**src/rtl/bank_cmd_scheduler.sv**
```systemverilog
// Per-bank DRAM command sequencer: turns read/write requests into ACT/RD/WR/PRE
// sequences under an open-page policy and inserts REFRESH on demand, enforcing
// tRCD, tRP, tRAS and tRFC with saturating down-counters.
// Optional build macro: BANK_SCHED_STATS_EN adds hit/miss/refresh counters.
module bank_cmd_scheduler #(
  parameter int unsigned RANK      = 0,
  parameter int unsigned BANKGROUP = 0,
  parameter int unsigned BANK      = 0,
  parameter int unsigned ROW_LSB   = 10,
  parameter int unsigned T_RCD     = 14,
  parameter int unsigned T_RP      = 14,
  parameter int unsigned T_RAS     = 33,
  parameter int unsigned T_RFC     = 260,
  parameter int unsigned CNT_W     = 9
) (
  input  logic        clk,
  input  logic        reset,
  input  logic        req_valid,
  output logic        req_ready,
  input  logic [31:0] req_addr,
  input  logic [31:0] req_data,
  input  logic        req_is_write,
  input  logic [31:0] req_id,
  input  logic        ref_req,
  output logic        ref_ack,
  output logic        cmd_valid,
  output logic        cmd_cs,
  output logic        cmd_ras,
  output logic        cmd_cas,
  output logic        cmd_we,
  output logic [31:0] cmd_addr,
  output logic [31:0] cmd_data,
  output logic [31:0] cmd_id,
  output logic        row_open,
  output logic        busy
`ifdef BANK_SCHED_STATS_EN
  ,
  output logic [31:0] stat_hits,
  output logic [31:0] stat_misses,
  output logic [31:0] stat_refs
`endif
);

  localparam int unsigned RowW = 32 - ROW_LSB;

  localparam logic [2:0] StIdle        = 3'd0;
  localparam logic [2:0] StActivating  = 3'd1;
  localparam logic [2:0] StOpen        = 3'd2;
  localparam logic [2:0] StPrecharging = 3'd3;
  localparam logic [2:0] StRefresh     = 3'd4;

  // {cs, ras, cas, we}
  localparam logic [3:0] CmdNop = 4'b1111;
  localparam logic [3:0] CmdRef = 4'b0001;
  localparam logic [3:0] CmdPre = 4'b0010;
  localparam logic [3:0] CmdAct = 4'b0011;
  localparam logic [3:0] CmdRd  = 4'b0101;
  localparam logic [3:0] CmdWr  = 4'b0100;

  localparam logic [CNT_W-1:0] RcdLd = CNT_W'(T_RCD - 1);
  localparam logic [CNT_W-1:0] RpLd  = CNT_W'(T_RP - 1);
  localparam logic [CNT_W-1:0] RasLd = CNT_W'(T_RAS - 1);
  localparam logic [CNT_W-1:0] RfcLd = CNT_W'(T_RFC - 1);

  // Elaboration-time sanity: every timing must be nonzero and its reload fit the timer
  if (T_RCD < 1 || T_RP < 1 || T_RAS < 1 || T_RFC < 1 || ROW_LSB > 31 ||
      T_RCD > (32'd1 << CNT_W) || T_RP > (32'd1 << CNT_W) ||
      T_RAS > (32'd1 << CNT_W) || T_RFC > (32'd1 << CNT_W)) begin : g_param_err
    $error("bank_cmd_scheduler r%0d/bg%0d/b%0d: bad timing parameters", RANK, BANKGROUP, BANK);
  end

  logic [2:0]       state_q, state_d;
  logic [RowW-1:0]  open_row_q, open_row_d;
  logic [CNT_W-1:0] wait_q, wait_d;
  logic [CNT_W-1:0] ras_q, ras_d;
  logic [3:0]       cmd_code;
  logic [3:0]       rdwr_code;
  logic [31:0]      rdwr_data;
  logic [RowW-1:0]  req_row;
  logic             row_hit;

  assign req_row   = req_addr[31:ROW_LSB];
  assign row_hit   = (req_row == open_row_q);
  assign rdwr_code = req_is_write ? CmdWr : CmdRd;
  assign rdwr_data = req_is_write ? req_data : 32'd0;

  assign {cmd_cs, cmd_ras, cmd_cas, cmd_we} = cmd_code;
  assign row_open = (state_q == StOpen);
  assign busy     = (state_q != StIdle);

  // Next-state, timer and command decode; outputs forced to NOP while reset is asserted
  always_comb begin
    state_d    = state_q;
    open_row_d = open_row_q;
    wait_d     = (wait_q == '0) ? '0 : wait_q - CNT_W'(1);
    ras_d      = (ras_q == '0) ? '0 : ras_q - CNT_W'(1);
    cmd_code   = CmdNop;
    cmd_valid  = 1'b0;
    cmd_addr   = 32'd0;
    cmd_data   = 32'd0;
    cmd_id     = 32'd0;
    req_ready  = 1'b0;
    ref_ack    = 1'b0;
    if (!reset) begin
      case (state_q)
        StIdle: begin
          if (ref_req) begin
            cmd_code  = CmdRef;
            cmd_valid = 1'b1;
            ref_ack   = 1'b1;
            wait_d    = RfcLd;
            state_d   = StRefresh;
          end else if (req_valid) begin
            cmd_code   = CmdAct;
            cmd_valid  = 1'b1;
            cmd_addr   = req_addr;
            cmd_id     = req_id;
            open_row_d = req_row;
            wait_d     = RcdLd;
            ras_d      = RasLd;
            state_d    = StActivating;
          end
        end
        StActivating: begin
          if (wait_q == '0) begin
            state_d = StOpen;
            // A withdrawn request leaves the row open with nothing issued
            if (req_valid) begin
              cmd_code  = rdwr_code;
              cmd_valid = 1'b1;
              cmd_addr  = req_addr;
              cmd_data  = rdwr_data;
              cmd_id    = req_id;
              req_ready = 1'b1;
            end
          end
        end
        StOpen: begin
          if (ref_req && ras_q == '0) begin
            cmd_code   = CmdPre;
            cmd_valid  = 1'b1;
            wait_d     = RpLd;
            open_row_d = '0;
            state_d    = StPrecharging;
          end else if (req_valid && row_hit) begin
            cmd_code  = rdwr_code;
            cmd_valid = 1'b1;
            cmd_addr  = req_addr;
            cmd_data  = rdwr_data;
            cmd_id    = req_id;
            req_ready = 1'b1;
          end else if (req_valid && ras_q == '0) begin
            cmd_code   = CmdPre;
            cmd_valid  = 1'b1;
            cmd_addr   = req_addr;
            cmd_id     = req_id;
            wait_d     = RpLd;
            open_row_d = '0;
            state_d    = StPrecharging;
          end
        end
        StPrecharging, StRefresh: begin
          if (wait_q == '0) state_d = StIdle;
        end
        default: state_d = StIdle;
      endcase
    end
  end

  // State, open row and timing counters
  always_ff @(posedge clk or posedge reset) begin
    if (reset) begin
      state_q    <= StIdle;
      open_row_q <= '0;
      wait_q     <= '0;
      ras_q      <= '0;
    end else begin
      state_q    <= state_d;
      open_row_q <= open_row_d;
      wait_q     <= wait_d;
      ras_q      <= ras_d;
    end
  end

`ifdef BANK_SCHED_STATS_EN
  logic [31:0] hits_q, misses_q, refs_q;

  // Event counters; a grant while OPEN is always a row hit
  always_ff @(posedge clk or posedge reset) begin
    if (reset) begin
      hits_q   <= 32'd0;
      misses_q <= 32'd0;
      refs_q   <= 32'd0;
    end else begin
      if (state_q == StOpen && req_ready) hits_q <= hits_q + 32'd1;
      if (cmd_valid && cmd_code == CmdAct) misses_q <= misses_q + 32'd1;
      if (ref_ack) refs_q <= refs_q + 32'd1;
    end
  end

  assign stat_hits   = hits_q;
  assign stat_misses = misses_q;
  assign stat_refs   = refs_q;
`endif

endmodule

```
**config.mk**
```make
export PLATFORM = sky130hd
export DESIGN_NAME = bank_cmd_scheduler
export DESIGN_NICKNAME = d
export VERILOG_FILES = /design/src/rtl/bank_cmd_scheduler.sv
export SDC_FILE = /design/constraint.sdc
export NUM_CORES = 1
export LEC_CHECK = 0
export BUFFER_PORTS_ARGS = -buffer_cell sky130_fd_sc_hd__buf_2
export CAP_MARGIN = 20
export CORE_UTILIZATION = 43
export CTS_CLUSTER_DIAMETER = 50
export DETAILED_ROUTE_END_ITERATION = 6
export PLACE_DENSITY = 0.93
export SLEW_MARGIN = 20
export SYNTH_ARGS = -nofsm -noshare
export SYNTH_HDL_FRONTEND = slang
export SYNTH_SLANG_ARGS = --single-unit
```
**constraint.sdc**
```tcl
create_clock -name clk -period 3.1 [get_ports clk]
set_clock_uncertainty 0.05 [all_clocks]
set_input_delay 0.465 -clock clk [delete_from_list [all_inputs] [get_ports clk]]
set_output_delay 0.465 -clock clk [all_outputs]
set_load 0.02 [all_outputs]
```
Yosys cells after proc, flatten, opt, wreduce, memory -nomap -nowiden
Cells that the tools add are included.
{ "op_classes": {"n_addsub": 2, "n_eq_ne": 12, "muxes": 75, "bitwise": 1, "n_reduce_logical": 11} }
{ "ops": {"columns": ["operator", "count"], "rows": [
  ["$mux W32", 20],
  ["$pmux W32 S3", 2],
  ["$mux W22", 5],
  ["$mux W9", 12],
  ["$pmux W32 S2", 1],
  ["$pmux W22 S2", 1],
  ["$mux W4", 8],
  ["$eq A22 B22 Y1", 1],
  ["$mux W3", 7],
  ["$logic_not A9 Y1", 2],
  ["$pmux W9 S2", 1],
  ["$sub A9 B1 Y9 const B", 2],
  ["$mux W1", 14],
  ["$pmux W3 S4", 1],
  ["$pmux W4 S3", 1],
  ["$reduce_and A6 Y1", 2],
  ["$ne A2 B2 Y1 const B", 4],
  ["$eq A3 B2 Y1 const B", 2],
  ["$ne A3 B3 Y1 const B", 2],
  ["$eq A3 B1 Y1 const B", 1],
  ["$eq A3 B3 Y1 const B", 1],
  ["$logic_and A1 B1 Y1", 3],
  ["$logic_not A3 Y1", 1],
  ["$ne A3 B1 Y1 const B", 1],
  ["6 further kinds", 6]
]} }
{ "totals": {"regBits": 43, "output_inout_bits": 105, "word_cells": 105} }

Longest topological paths before layout
Gate-level depths: netlist of run 1.
{ "logic_depth": {"ltp_word": 7, "depth_mapped": 10} }

Worst setup path before layout of run 1
Ideal clock, no wire load.
{ "synth_timing": {"kind": "flip-flop to output port", "startpoint": "register ras_q[0]", "endpoint": "output cmd_addr[0]", "arrival_time_ns": 2.516, "required_time_ns": 2.585, "setup_slack_ns": 0.069, "stages_incl_launch_ff": 10, "path_buffers": 2, "path_cell_list": "dfrtp_1 > inv_1 > ha_1 > or4b_1 > nor3_2 > a31oi_1 > o22a_1 > clkbuf_1 > buf_2 > nor3b_1"} }
{ "synth_between": {"elab_chain_len": 7, "elab_cells_between_ends": 8} }
{ "synth_lines": {"columns": ["element", "line", "rtl"], "rows": [
  ["start, declared", "75", "logic [CNT_W-1:0] ras_q, ras_d;"],
  ["start signal, assigned", "181", "ras_q <= ras_d;"],
  ["$logic_not A9 Y1 (*)", "139, 152", null],
  ["$logic_and A1 B1 Y1", "152", "end else if (req_valid && ras_q == '0) begin"],
  ["$mux W32", "152", null],
  ["$mux W32", "145", "end else if (req_valid && row_hit) begin"],
  ["$mux W32 (*)", "139", "if (ref_req && ras_q == '0) begin"],
  ["$pmux W32 S3 (*)", "105", "case (state_q)"],
  ["$mux W32 (*)", "104", "if (!reset) begin"],
  ["end, declared", "31", "output logic [31:0] cmd_addr,"]
]} }
Mark *: on every way between the ends. The rest lies on a longest branch, timed or not.

Worst setup path in the final report of run 1
{ "layout_timing": {"startpoint": "register ras_q[0]", "endpoint": "output cmd_id[14]"} }
{ "layout_between": {"elab_chain_len": 7, "elab_cells_between_ends": 8} }
{ "layout_lines": {"columns": ["element", "line", "rtl"], "rows": [
  ["$logic_not A9 Y1 (*)", "139, 152", null],
  ["$logic_and A1 B1 Y1", "152", null],
  ["$mux W32", "152", null],
  ["$mux W32", "145", null],
  ["$mux W32 (*)", "139", null],
  ["$pmux W32 S3 (*)", "105", null],
  ["$mux W32 (*)", "104", null],
  ["end, declared", "33", "output logic [31:0] cmd_id,"]
]} }
Marked as above.

==> results.toml, run 1 <==
[clock_tree]
ctsHtreeMaxLevel = 2
clk_latency_ns = 0.30
cts_buffer_depth = 2
clock_sinks = 43
cts_tree = "yes"
cts-buffers-inserted = 5
clk_root_buffer_cell = "clkbuf_8"
clkTransAtPathRegs_ns = 0.09

[setup_path]
cp-start-kind = "flop"
crit_path_end = "cmd_id[14]"
crit_fanout = 8
path_class = "reg2out"
r2r_cells = 9
crit_required_ns = 2.58
worstSetupStartpoint = "ras_q[0]"
r2r_start = "ras_q[0]"
r2r_slack_ns = 0.44
rr_endpoint = "open_row_q[2]"
end_kind = "primary output"
critPathArrivalTime_ns = 2.59

[synthesis]
synth_seq_cells = 43
synthesis.area_um2 = 3173
synth_cells = 350
synthFlopType = "dfrtp_1"
synthTopCellsByArea = "dfrtp_1 (34%), nor3b_1 (15%), xnor2_1 (8.0%)"
async_reset_ff_share_pct = 100.0
synth_cell_types = 48
yosysSeqAreaShare_pct = 33.91
synth_top_area_cell = "dfrtp_1"
synth-edff-count = 0
yosys_warnings = 0
synth_nets = 453
yosys.area.top_type_share_pct = 33.91
synth.avg_cell_area_um2 = 9.066

[placement]
post-dp-hpwl_mm = 7.570
io_buffer_count = 205
gp_congestion = 0.8849

[global_routing]
grt_pass1_wl_mm = 15.24
grt_pass1_vias = 3204
antenna_found_initial = 1
gr-usage-all-layers_pct = 25.07
grt.overflow.total = 0
grt_max_degree = 65

[run]
drv_cap = 0

[die]
io-pin-count = 206
die_area_um2 = 7726
core_um2 = 6944
die_w_um = 87.90
die_h_um = 87.90
row_count = 30
start_util_pct = 45.69

[timing]
tightestPinTransition_ns = 0.7665
rsz0062_at_grt = "true"
hold_viol = 0
min_period_ns = 3.105
setup_viol_count_final = 1
maxSlewHeadroom_pct = 48.90
period_share_pct = 100.2
fin_ws_ns = -0.004849
fmax_mhz = 322.1
maxSlewViolCount = 0

[pwr]
peakVddDrop_mv = 0.2719
leakagePower_nw = 2.307
power_density_nw_per_um2 = 664.0
p_total_mw = 3.135

[status]
status = "finished with violations"
violations = "setup timing"

[detailed_routing]
highest_layer = "met4"
drc = 0
wl_per_cell_um = 17.00
drt_iter0_drc = 180
viasPerCell = 5.438
num_vias = 3573
drt_first_pass_iters = 5
wirelength_mm = 11.17
dr_wl_met3_um = 716
met1Wirelength_mm = 4.464
ant_nets = 0
met2_length_mm = 5.708

[final_layout]
final_nets = 662
layout-drive-gt1-share_pct = 50.18
final_core_util_pct = 67.98
syn2layout_area_growth_pct = 48.78

[hold_path]
hold_class = "in2async"
[cells by family after synthesis]
family | count (synthesis) | share of synthesized area, %
compound gates | 57 | 14.71
flops | 43 | 33.91
buf+inv | 38 | 6.625
simple gates | 175 | 34.27
mux | 1 | 0.3155
fa+ha+maj | 2 | 0.7885
xor+xnor | 34 | 9.385
[sequential cells by signal, indices dropped and copies added (netlist names)]
| register | flops |
|---|---|
| ras_q | 9 |
| open_row_q | 22 |
| state_q | 3 |
| wait_q | 9 |
[layout make-up]
class	instances	area (um2)
sequential	43	1076
clock buffer	7	96.34
tap	96	120.1
antenna	1	2.502
multi-input combinational	269	2068
fill	534	2223
clock inverter	1	7.507
timing repair buffer	228	1305
inverter	12	45.04
[how the worst min path moves through the flow]
stage	startpoint	to	slack, ns	depth (start not counted)
after floorplan	wait_q[0]	wait_q[0]	0.40	1
after global placement	wait_q[0]	wait_q[0]	0.43	1
after detailed placement	ras_q[8]	ras_q[8]	0.45	1
after CTS	reset	state_q[0]	0.36	3
after global routing	req_addr[29]	open_row_q[19]	0.38	2
final	reset	open_row_q[3]	0.35	3
[critical path, cell delays in order (launching register included)]
cell and delay [ns]:
dfrtp_1 0.40, inv_2 0.08, ha_4 0.15, or4b_4 0.52
nor3_4 0.16, a31oi_1 0.07, o22a_4 0.29, clkbuf_16 0.20
nor3b_1 0.21, buf_2 0.20
[per-stage QoR]
| step | hold slack [ns] | instance area [um2] | setup TNS [ns] | setup WS (ns) | cells |
|---|---|---|---|---|---|
| after floorplan | 0.4047 | 3173 | 0 | 0.06898 | 350 |
| after global placement | 0.4303 | 4267 | 0 | 0.2284 | 636 |
| after detailed placement | 0.4519 | 4267 | 0 | 0.1561 | 636 |
| after CTS | 0.3577 | 4478 | -0.001800 | -0.001800 | 648 |
| after global routing | 0.3806 | 4721 | -3.309 | -0.1028 | 657 |
| final | 0.3457 | 4721 | -0.004849 | -0.004849 | 657 |
[synthesized netlist by cell type, drive strengths merged (5+ instances only)]
cell type / n
nor3b: 64
dfrtp: 43
and2: 33
xnor2: 29
a22o: 22
nor2: 17
nor3: 17
clkbuf: 15
nand2: 13
inv: 12
o21ai: 10
nand4: 9
a21oi: 8
buf: 8
nand3: 8
xor2: 5
[placed cells by master, fill, tap and decap left out, types with 2 or more instances in the layout]
master,n
and2_1,33
or2_2,3
inv_2,2
xnor2_1,29
o21ai_0,7
nor4_1,3
clkbuf_16,3
dfrtp_1,43
inv_1,10
nor2_1,16
buf_2,201
nor3b_1,40
buf_6,3
xor2_1,5
o31ai_1,2
o21ai_4,2
nand3_1,8
buf_4,19
o221ai_1,2
nor3b_2,24
nand4_1,9
nor3_1,15
o22ai_1,2
a21oi_1,7
nand2_1,13
nor2b_1,2
clkbuf_8,7
a22o_1,22
[what timing repair did]
| item | CTS | global route |
|---|---|---|
| gates resized for setup | 13 | 27 |
| pin swaps | 2 | 1 |
| cloned | 1 | 5 |
| setup buffers | 3 | 3 |
| hold buffers | 0 | 0 |
| endpoints found under the setup margin | 96 | 97 |
[metal layers]
metal,GRT usage (%),up-vias
met3,3.676,23
li1,-,1668
met4,7.004,0
met2,41.79,176
met1,33.93,1706
met5,0,-
[where the power goes]
part,internal (mW),switching (mW),total (mW),leakage (nW)
registers,0.805,0.235,1.04,0.543
logic,0.763,0.938,1.70,1.71
clock network,0.203,0.192,0.394,0.0505
Note: power is estimated with default switching activity, not from simulation.
==> inputs of run 2 (changes only) <==
==> constraint.sdc (replaced) <==
create_clock -name clk -period 3.1 [get_ports clk]
set_clock_uncertainty 0.05 [all_clocks]
set_input_delay 0 -clock clk [delete_from_list [all_inputs] [get_ports clk]]
set_output_delay 0 -clock clk [all_outputs]
set_load 0.02 [all_outputs]
==> results.toml, run 2 (synthesis gave the netlist of run 1 again) <==
[status]
status = "completed"

[clock_tree]
clk_root_buffer_cell = "clkbuf_8"
cts_buffer_depth = 2
clk_latency_ns = 0.30
cts-buffers-inserted = 5
cts_tree = "yes"
clkTransAtPathRegs_ns = 0.08
ctsHtreeMaxLevel = 2
clock_sinks = 43

[die]
die_h_um = 87.90
core_um2 = 6944
row_count = 30
io-pin-count = 206
start_util_pct = 45.69
die_area_um2 = 7726
die_w_um = 87.90

[placement]
io_buffer_count = 205
gp_congestion = 0.9981
post-dp-hpwl_mm = 7.849

[detailed_routing]
wirelength_mm = 10.55
drc = 0
wl_per_cell_um = 15.93
drt_first_pass_iters = 5
num_vias = 3525
viasPerCell = 5.325
ant_nets = 0
drt_iter0_drc = 180

[pwr]
p_total_mw = 2.959
power_density_nw_per_um2 = 647.0
peakVddDrop_mv = 0.2740
clkPwrFrac_pct = 14.4
pwr-share-seq_pct = 35.1
p_sw_mw = 1.273
p_sw_share_pct = 43.01
pwr-share-comb_pct = 50.4
leakagePower_nw = 2.251
internal_power_mw = 1.686

[setup_path]
crit_required_ns = 3.05
crit_fanout = 64
path_class = "reg2out"
end_kind = "primary output"
cp-start-kind = "flop"
critPathArrivalTime_ns = 2.91

[timing]
fin_hold_ws_ns = 0.09595
rsz0062_at_grt = "false"
min_period_ns = 2.959
hold_viol = 0
setup_viol_count_final = 0
period_share_pct = 95.46
tightestPinTransition_ns = 0.8285
fmax_mhz = 337.9
maxSlewHeadroom_pct = 44.25
setup_tns_ns = 0
maxSlewViolCount = 0

[global_routing]
antenna_found_initial = 0
grt_pass1_wl_mm = 15.70
grt_pass1_vias = 3375
gr-usage-all-layers_pct = 26.07
grt_max_degree = 65
grt.overflow.total = 0

[final_layout]
final_cell_mix = "buf_2 (205), nor3b_1 (64), dfrtp_1 (43)"
antenna_cells = 0
layout-drive-gt1-share_pct = 41.52
final_nets = 669
reg_top3 = "open_row_q x22, ras_q x9, wait_q x9"
top_register = "open_row_q"
largest_reg_flops = 22
syn2layout_area_growth_pct = 44.12
final_common_cell = "buf_2"

[hold_path]
hold_class = "in2reg"

[run]
drv_cap = 0
## run 2: what timing repair did
| action | CTS | global route |
|---|---|---|
| hold endpoints to repair | 65 | 0 |
| hold buffers | 23 | 0 |
| setup buffers | 0 | 0 |
| resized for setup | 0 | 0 |
## run 2: final timing paths
path	from	cells past startpoint	endpoint	slack, ns
worst min register to register	wait_q[0]	1	wait_q[0]	0.47
worst max register to register	ras_q[0]	8	open_row_q[16]	0.30
worst max-delay path	ras_q[0]	9	cmd_id[28]	0.14
min in group asynchronous	reset	4	open_row_q[1]	0.49
max in group asynchronous	reset	4	open_row_q[20]	2.15
worst min-delay path	ref_req	3	state_q[2]	0.1
## run 2: cell type report
cell class	instances	area [um2]
sequential	43	1076
clock inverter	2	37.54
inverter	12	45.04
clock buffer	5	68.82
tap	96	120.1
multi-input combinational	269	1904
timing repair buffer	235	1321
fill	555	2371
## run 2: power by group through the flow
| stage | Clock, mW | Sequential [mW] | Combinational [mW] |
|---|---|---|---|
| after floorplan | 0 | 0.963 | 1.17 |
| after global placement | 0 | 1.02 | 1.38 |
| after detailed placement | 0 | 1.04 | 1.46 |
| after CTS | 0.437 | 1.03 | 1.48 |
| after global routing | 0.460 | 1.07 | 1.64 |
| final | 0.427 | 1.04 | 1.49 |
## run 2: through the flow
stage	cell area (um2)	worst slack, ns	util, %	instances
CTS	4573	0.2475	65.86	662
finish	4573	0.1407	65.86	662
detailed placement	4237	0.3514	61.01	632
floorplan	3173	0.5340	-	350
global route	4573	0.04125	65.86	662
global placement	4237	0.5044	61.01	632
## run 2: per-layer routing
layer	track usage, %	share of wire [%]	wire, um	vias up
met2	45.03	52	5446	156
li1	-	-	-	1683
met1	32.53	40	4267	1660
met5	0	0	0	-
met3	5.561	6.0	635	26
met4	8.048	1.9	198	0
## run 2: worst max-delay path, stage by stage (launching register included)
cell,delay [ns]
dfrtp_1,0.43
inv_1,0.08
ha_1,0.22
or4b_1,0.58
nor3_2,0.23
a31oi_1,0.06
o22a_2,0.25
buf_12,0.19
nor3b_1,0.32
buf_2,0.23
